--- src/rtl/serial_parity_rx.sv ---
// Purpose: async single-wire frame receiver (start, DATA_BITS LSB-first, parity, stop) with parity/framing flags.
// Latency: data_valid at rx_s fall + CLKS_PER_BIT/2 + (DATA_BITS+2)*CLKS_PER_BIT + 1 (one bit less without parity).
// Backpressure: none; data_valid is a one-cycle strobe and the consumer must take data_out when it fires.
// Optional feature: define SERIAL_RX_PARITY_EN to carry and check the parity bit; undefined drops it and ties parity_err low.
`timescale 1ns/1ps

module serial_parity_rx #(
  parameter int DATA_BITS    = 8,
  parameter int CLKS_PER_BIT = 16,
  parameter int PARITY_ODD   = 0
) (
  input  logic                 clk,
  input  logic                 rst,
  input  logic                 rx_in,
  output logic [DATA_BITS-1:0] data_out,
  output logic                 data_valid,
  output logic                 parity_err,
  output logic                 frame_err,
  output logic                 busy
);

  localparam int CW = $clog2(CLKS_PER_BIT);
  localparam int BW = $clog2(DATA_BITS + 1);

  localparam logic [CW-1:0] HALF_LAST = CW'(CLKS_PER_BIT / 2 - 1);
  localparam logic [CW-1:0] BIT_LAST  = CW'(CLKS_PER_BIT - 1);
  localparam logic [BW-1:0] DATA_LAST = BW'(DATA_BITS - 1);

`ifdef SERIAL_RX_PARITY_EN
  typedef enum logic [2:0] {
    S_IDLE,
    S_START,
    S_DATA,
    S_PARITY,
    S_STOP
  } state_t;
`else
  typedef enum logic [2:0] {
    S_IDLE,
    S_START,
    S_DATA,
    S_STOP
  } state_t;
`endif

  state_t state, state_nxt;

  logic                 rx_meta, rx_s, rx_prev;
  logic [CW-1:0]        cnt;
  logic [BW-1:0]        bit_cnt;
  logic [DATA_BITS-1:0] shift_reg;

  logic fall_edge, mid_hit, bit_hit, last_data;
  logic cnt_clr, bit_clr, start_ok, shift_en, frame_done;

  assign fall_edge = rx_prev & ~rx_s;
  assign mid_hit   = (cnt == HALF_LAST);
  assign bit_hit   = (cnt == BIT_LAST);
  assign last_data = (bit_cnt == DATA_LAST);

  // Two-flop synchronizer plus one delayed copy for the idle falling-edge detector; idle level is 1.
  always_ff @(posedge clk or posedge rst) begin
    if (rst) begin
      rx_meta <= 1'b1;
      rx_s    <= 1'b1;
      rx_prev <= 1'b1;
    end else begin
      rx_meta <= rx_in;
      rx_s    <= rx_meta;
      rx_prev <= rx_s;
    end
  end

  // FSM state register.
  always_ff @(posedge clk or posedge rst) begin
    if (rst) state <= S_IDLE;
    else     state <= state_nxt;
  end

  // Next-state logic: half-bit wait to reach the start-bit centre, then whole bits after that.
  always_comb begin
    state_nxt = state;
    case (state)
      S_IDLE:  if (fall_edge) state_nxt = S_START;
      S_START: if (mid_hit)   state_nxt = rx_s ? S_IDLE : S_DATA;
`ifdef SERIAL_RX_PARITY_EN
      S_DATA:   if (bit_hit && last_data) state_nxt = S_PARITY;
      S_PARITY: if (bit_hit)              state_nxt = S_STOP;
`else
      S_DATA:   if (bit_hit && last_data) state_nxt = S_STOP;
`endif
      S_STOP:  if (bit_hit)   state_nxt = S_IDLE;
      default: state_nxt = S_IDLE;
    endcase
  end

  // Per-state control strobes: counter restart points and the sample enables for each bit type.
`ifdef SERIAL_RX_PARITY_EN
  logic par_en;
`endif
  always_comb begin
    cnt_clr    = 1'b0;
    bit_clr    = 1'b0;
    start_ok   = 1'b0;
    shift_en   = 1'b0;
    frame_done = 1'b0;
`ifdef SERIAL_RX_PARITY_EN
    par_en     = 1'b0;
`endif
    case (state)
      S_IDLE: begin
        cnt_clr = 1'b1;
        bit_clr = fall_edge;
      end
      S_START: if (mid_hit) begin
        cnt_clr  = 1'b1;
        start_ok = ~rx_s;
      end
      S_DATA: if (bit_hit) begin
        cnt_clr  = 1'b1;
        shift_en = 1'b1;
      end
`ifdef SERIAL_RX_PARITY_EN
      S_PARITY: if (bit_hit) begin
        cnt_clr = 1'b1;
        par_en  = 1'b1;
      end
`endif
      S_STOP: if (bit_hit) begin
        cnt_clr    = 1'b1;
        frame_done = 1'b1;
      end
      default: cnt_clr = 1'b1;
    endcase
  end

  // Clock-per-bit counter; held at zero while idle so START always measures from the edge.
  always_ff @(posedge clk or posedge rst) begin
    if (rst)          cnt <= '0;
    else if (cnt_clr) cnt <= '0;
    else              cnt <= cnt + 1'b1;
  end

  // Data bit counter and LSB-first shift register; every bit is overwritten each frame, so no clear is needed.
  always_ff @(posedge clk or posedge rst) begin
    if (rst) begin
      bit_cnt   <= '0;
      shift_reg <= '0;
    end else begin
      if (bit_clr || start_ok) bit_cnt <= '0;
      else if (shift_en)       bit_cnt <= bit_cnt + 1'b1;
      if (shift_en) shift_reg <= {rx_s, shift_reg[DATA_BITS-1:1]};
    end
  end

`ifdef SERIAL_RX_PARITY_EN
  localparam logic ODD = (PARITY_ODD != 0);
  logic par_acc;

  // Running XOR over data bits and the received parity bit; the result is 0 for a good even-parity frame.
  always_ff @(posedge clk or posedge rst) begin
    if (rst)                     par_acc <= 1'b0;
    else if (start_ok)           par_acc <= 1'b0;
    else if (shift_en || par_en) par_acc <= par_acc ^ rx_s;
  end

  // Parity flag updates only with a delivered frame and holds until the next one.
  always_ff @(posedge clk or posedge rst) begin
    if (rst)             parity_err <= 1'b0;
    else if (frame_done) parity_err <= par_acc ^ ODD;
  end
`else
  // No parity bit on the wire, so there is never a parity error to report.
  assign parity_err = 1'b0;
`endif

  // Frame delivery: word, framing flag, one-cycle strobe and the busy window.
  always_ff @(posedge clk or posedge rst) begin
    if (rst) begin
      data_out   <= '0;
      data_valid <= 1'b0;
      frame_err  <= 1'b0;
      busy       <= 1'b0;
    end else begin
      data_valid <= frame_done;
      if (frame_done) begin
        data_out  <= shift_reg;
        frame_err <= ~rx_s;
      end
      if (start_ok)        busy <= 1'b1;
      else if (frame_done) busy <= 1'b0;
    end
  end

endmodule

--- config.mk ---
export PLATFORM = sky130hd
export DESIGN_NAME = serial_parity_rx
export DESIGN_NICKNAME = d
export VERILOG_FILES = /design/src/rtl/serial_parity_rx.sv
export SDC_FILE = /design/constraint.sdc
export NUM_CORES = 1
export LEC_CHECK = 0
export ABC_AREA = 1
export BUFFER_PORTS_ARGS = -buffer_cell sky130_fd_sc_hd__buf_2
export CAP_MARGIN = 10
export CORE_ASPECT_RATIO = 0.7
export CORE_MARGIN = 2
export CORE_UTILIZATION = 45
export CTS_BUF_LIST = sky130_fd_sc_hd__clkbuf_8
export DETAILED_ROUTE_END_ITERATION = 10
export GPL_TIMING_DRIVEN = 1
export PLACE_DENSITY_LB_ADDON = 0.08
export REMOVE_ABC_BUFFERS = 1
export SYNTH_ARGS = -nofsm -noshare
export SYNTH_HDL_FRONTEND = slang
export SYNTH_SLANG_ARGS = --single-unit
export TNS_END_PERCENT = 1
--- constraint.sdc ---
create_clock -name clk -period 1.65 [get_ports clk]
set_input_delay 0.2475 -clock clk [delete_from_list [all_inputs] [get_ports clk]]
set_output_delay 0.2475 -clock clk [all_outputs]
set_load 0.005 [all_outputs]
==> metrics <==
status=finished clean; WL final=~2.3 mm; flop2flop setup slack=~0.18 ns; H-Tree Level Count=2; most common cell after layout, fill and taps aside=nand2_1; CP top delay family=simple AND/OR/NAND/NOR gates; crit path launch type=flip-flop; Pwr Total=between 1.5 and 2 mW; slowest CP cell=dfrtp_1; die height=approximately 50 um; Cell Pwr Density=1220 mW/mm^2; Max stage delay on crit path=0.37 ns; CTS root buffer=clkbuf_8; initial antenna violation count=0; cell area after layout=approximately 0.0016 mm^2; critical path arrival=1.68 ns; Avg Cell Area, Syn=9.03 um^2; # diodes=0; final net count=between 150 and 200; most frequent CP cell=nand2_1; CTS tree=yes; pin count of the biggest net entering global routing=33; final setup margin=between 0.15 and 0.2 ns; gr ovfl total=0; fin util=between 50 and 60%; Final Cycle Share=between 80 and 90%; count of warnings emitted by yosys=0; Slew Limit Fails=0; post_cts resized=0; Total Routing Usage GR=between 10% and 20%; synth unique cells=22; Initial Utilization=around half; IO buf count=13; Tmin final=approximately 1.5 ns; dpl hpwl=roughly 1.6 mm; LEAKAGE=0.798 nW; DRC=0; FF+latch count, synth=32; peak supply drop=between 0.0006 and 0.0007 V; Post-Syn Area=between 0.001 and 0.0015 mm^2; register area share after synthesis=58.6%; # rows=16; CTS sink cnt=32; Worst Path Max Fanout=18; Crit Path Category=flip-flop to flip-flop; CP Data Required Time=1.86 ns; Hold WC Path Type=input pin to async pin; TNS Setup=0 ns; f_max=between 0.6 and 0.7 GHz; Clk pin slew, worst setup/hold paths=around 0.06 ns; die area=between 0.003 and 0.004 mm^2; Boundary Pins=15; Finish-stage setup viols=0; layout cells sized above 1=18.1%; RSZ-0062 raised after global routing=no; Final Skew=about 0.0041 ns; Max Root-Sink Buffers=2; Buffers & Inverters on Critical Path=0; Final ANT Viol Nets=0; Area Overhead vs Synth=12.9%; first-pass GRT wire length=between 4 and 5 mm; hold_buf cts=0; Final GP Congestion=slightly below 0.8; TritonRoute pass-1 iters=4; Die Wd=around 70 um; MaxCap Viol Count=0; postcts setup bufs=0; Critical Path End Type=flip-flop; dpl ws=~0.18 ns; synthesized instance count=between 150 and 200; most frequent cells in the layout=nand2_1 (35), dfrtp_1 (29), nor2_1 (22); CP cell instances=ha_1, nand3_2, nor2_4, nand2_2, nand2_1, nand2_1, nor2_1; DR vias=~950; drt wl/cell=11.0 um; CORE AREA=roughly 0.0028 mm^2; initial DRC count=66; vias in the first global route=974; Hold Fails Final Rpt=0; worst-skew pair later-pin latency=approximately 0.28 ns; CTS buffer count=5; DP Area=~0.0015 mm^2; routed vias/inst=about 4.6
[worst reg2reg max path, stage by stage, from the launching register on]
cell and delay, ns:
dfrtp_1 0.37, ha_1 0.23, nand3_2 0.17, nor2_4 0.33
nand2_2 0.09, nand2_1 0.07, nand2_1 0.05, nor2_1 0.09
[synthesized netlist by cell type, drive strengths merged]
cell type	number	share of area, %
a21oi	11	4.0
a2bb2oi	1	0.64
buf	3	2.2
conb	1	0.27
dfrtp	29	53
dfstp	3	5.7
ha	2	1.8
inv	18	4.9
nand2	37	10
nand3	4	1.8
nand4	1	0.46
nor2	26	8.6
nor3	2	0.73
o21ai	12	4.4
or2	1	0.46
xor2	1	0.64
[final timing paths]
path | start | end | depth (start not counted)
min in group clk | rx_in | rx_meta | 1
worst max register to register | cnt[0] | bit_cnt[2] | 7
worst min-delay path | rst | data_valid | 3
worst max-delay path | cnt[0] | bit_cnt[2] | 7
max in group asynchronous | rst | rx_prev | 3
worst min register to register | rx_meta | rx_s | 0
[routing by layer]
metal  up-vias  wire length, um  track usage [%]  part of all wire (%)
met5         -                0                0                     0
met4         0               40             8.65                   1.8
met3         4               85             4.82                   3.7
met2        15              946             23.5                    42
met1       423             1200             22.8                    53
li1        507                -                -                     -
[report_power, final]
group / total [mW] / switching [mW] / leakage, nW / internal (mW)
clock: 0.591 / 0.264 / 0.0538 / 0.327
sequential: 0.945 / 0.0810 / 0.430 / 0.864
combinational: 0.353 / 0.229 / 0.315 / 0.125
[cell type report]
class / instances / area [um^2]
well taps: 36 / 45.0
flip-flops and latches: 32 / 805
clock buffers: 6 / 82.6
fillers: 266 / 1290
inverters: 18 / 67.6
multi-input cells: 99 / 470
repair buffers: 14 / 72.6
clock inverters: 2 / 7.51
[metrics by stage]
step | cells | hold WS, ns
after CTS | 207 | 0.0553
after detailed placement | 199 | 0.349
after floorplan | 149 | 0.252
final | 207 | 0.0390
after global routing | 207 | 0.0541
after global placement | 199 | 0.344
[logic make-up (layout without fill, tap and decap cells)]
kind of cell    Yosys count  count (layout)  synth area share [%]
other cells               1               1                 0.273
xor+xnor                  1               1                 0.638
simple gates             71              71                  22.5
fa+ha+maj                 2               2                  1.82
flops                    32              32                  58.6
buf+inv                  21              40                  7.11
compound gates           24              24                  9.02
No activity file was read; power rests on OpenSTA's default activity.
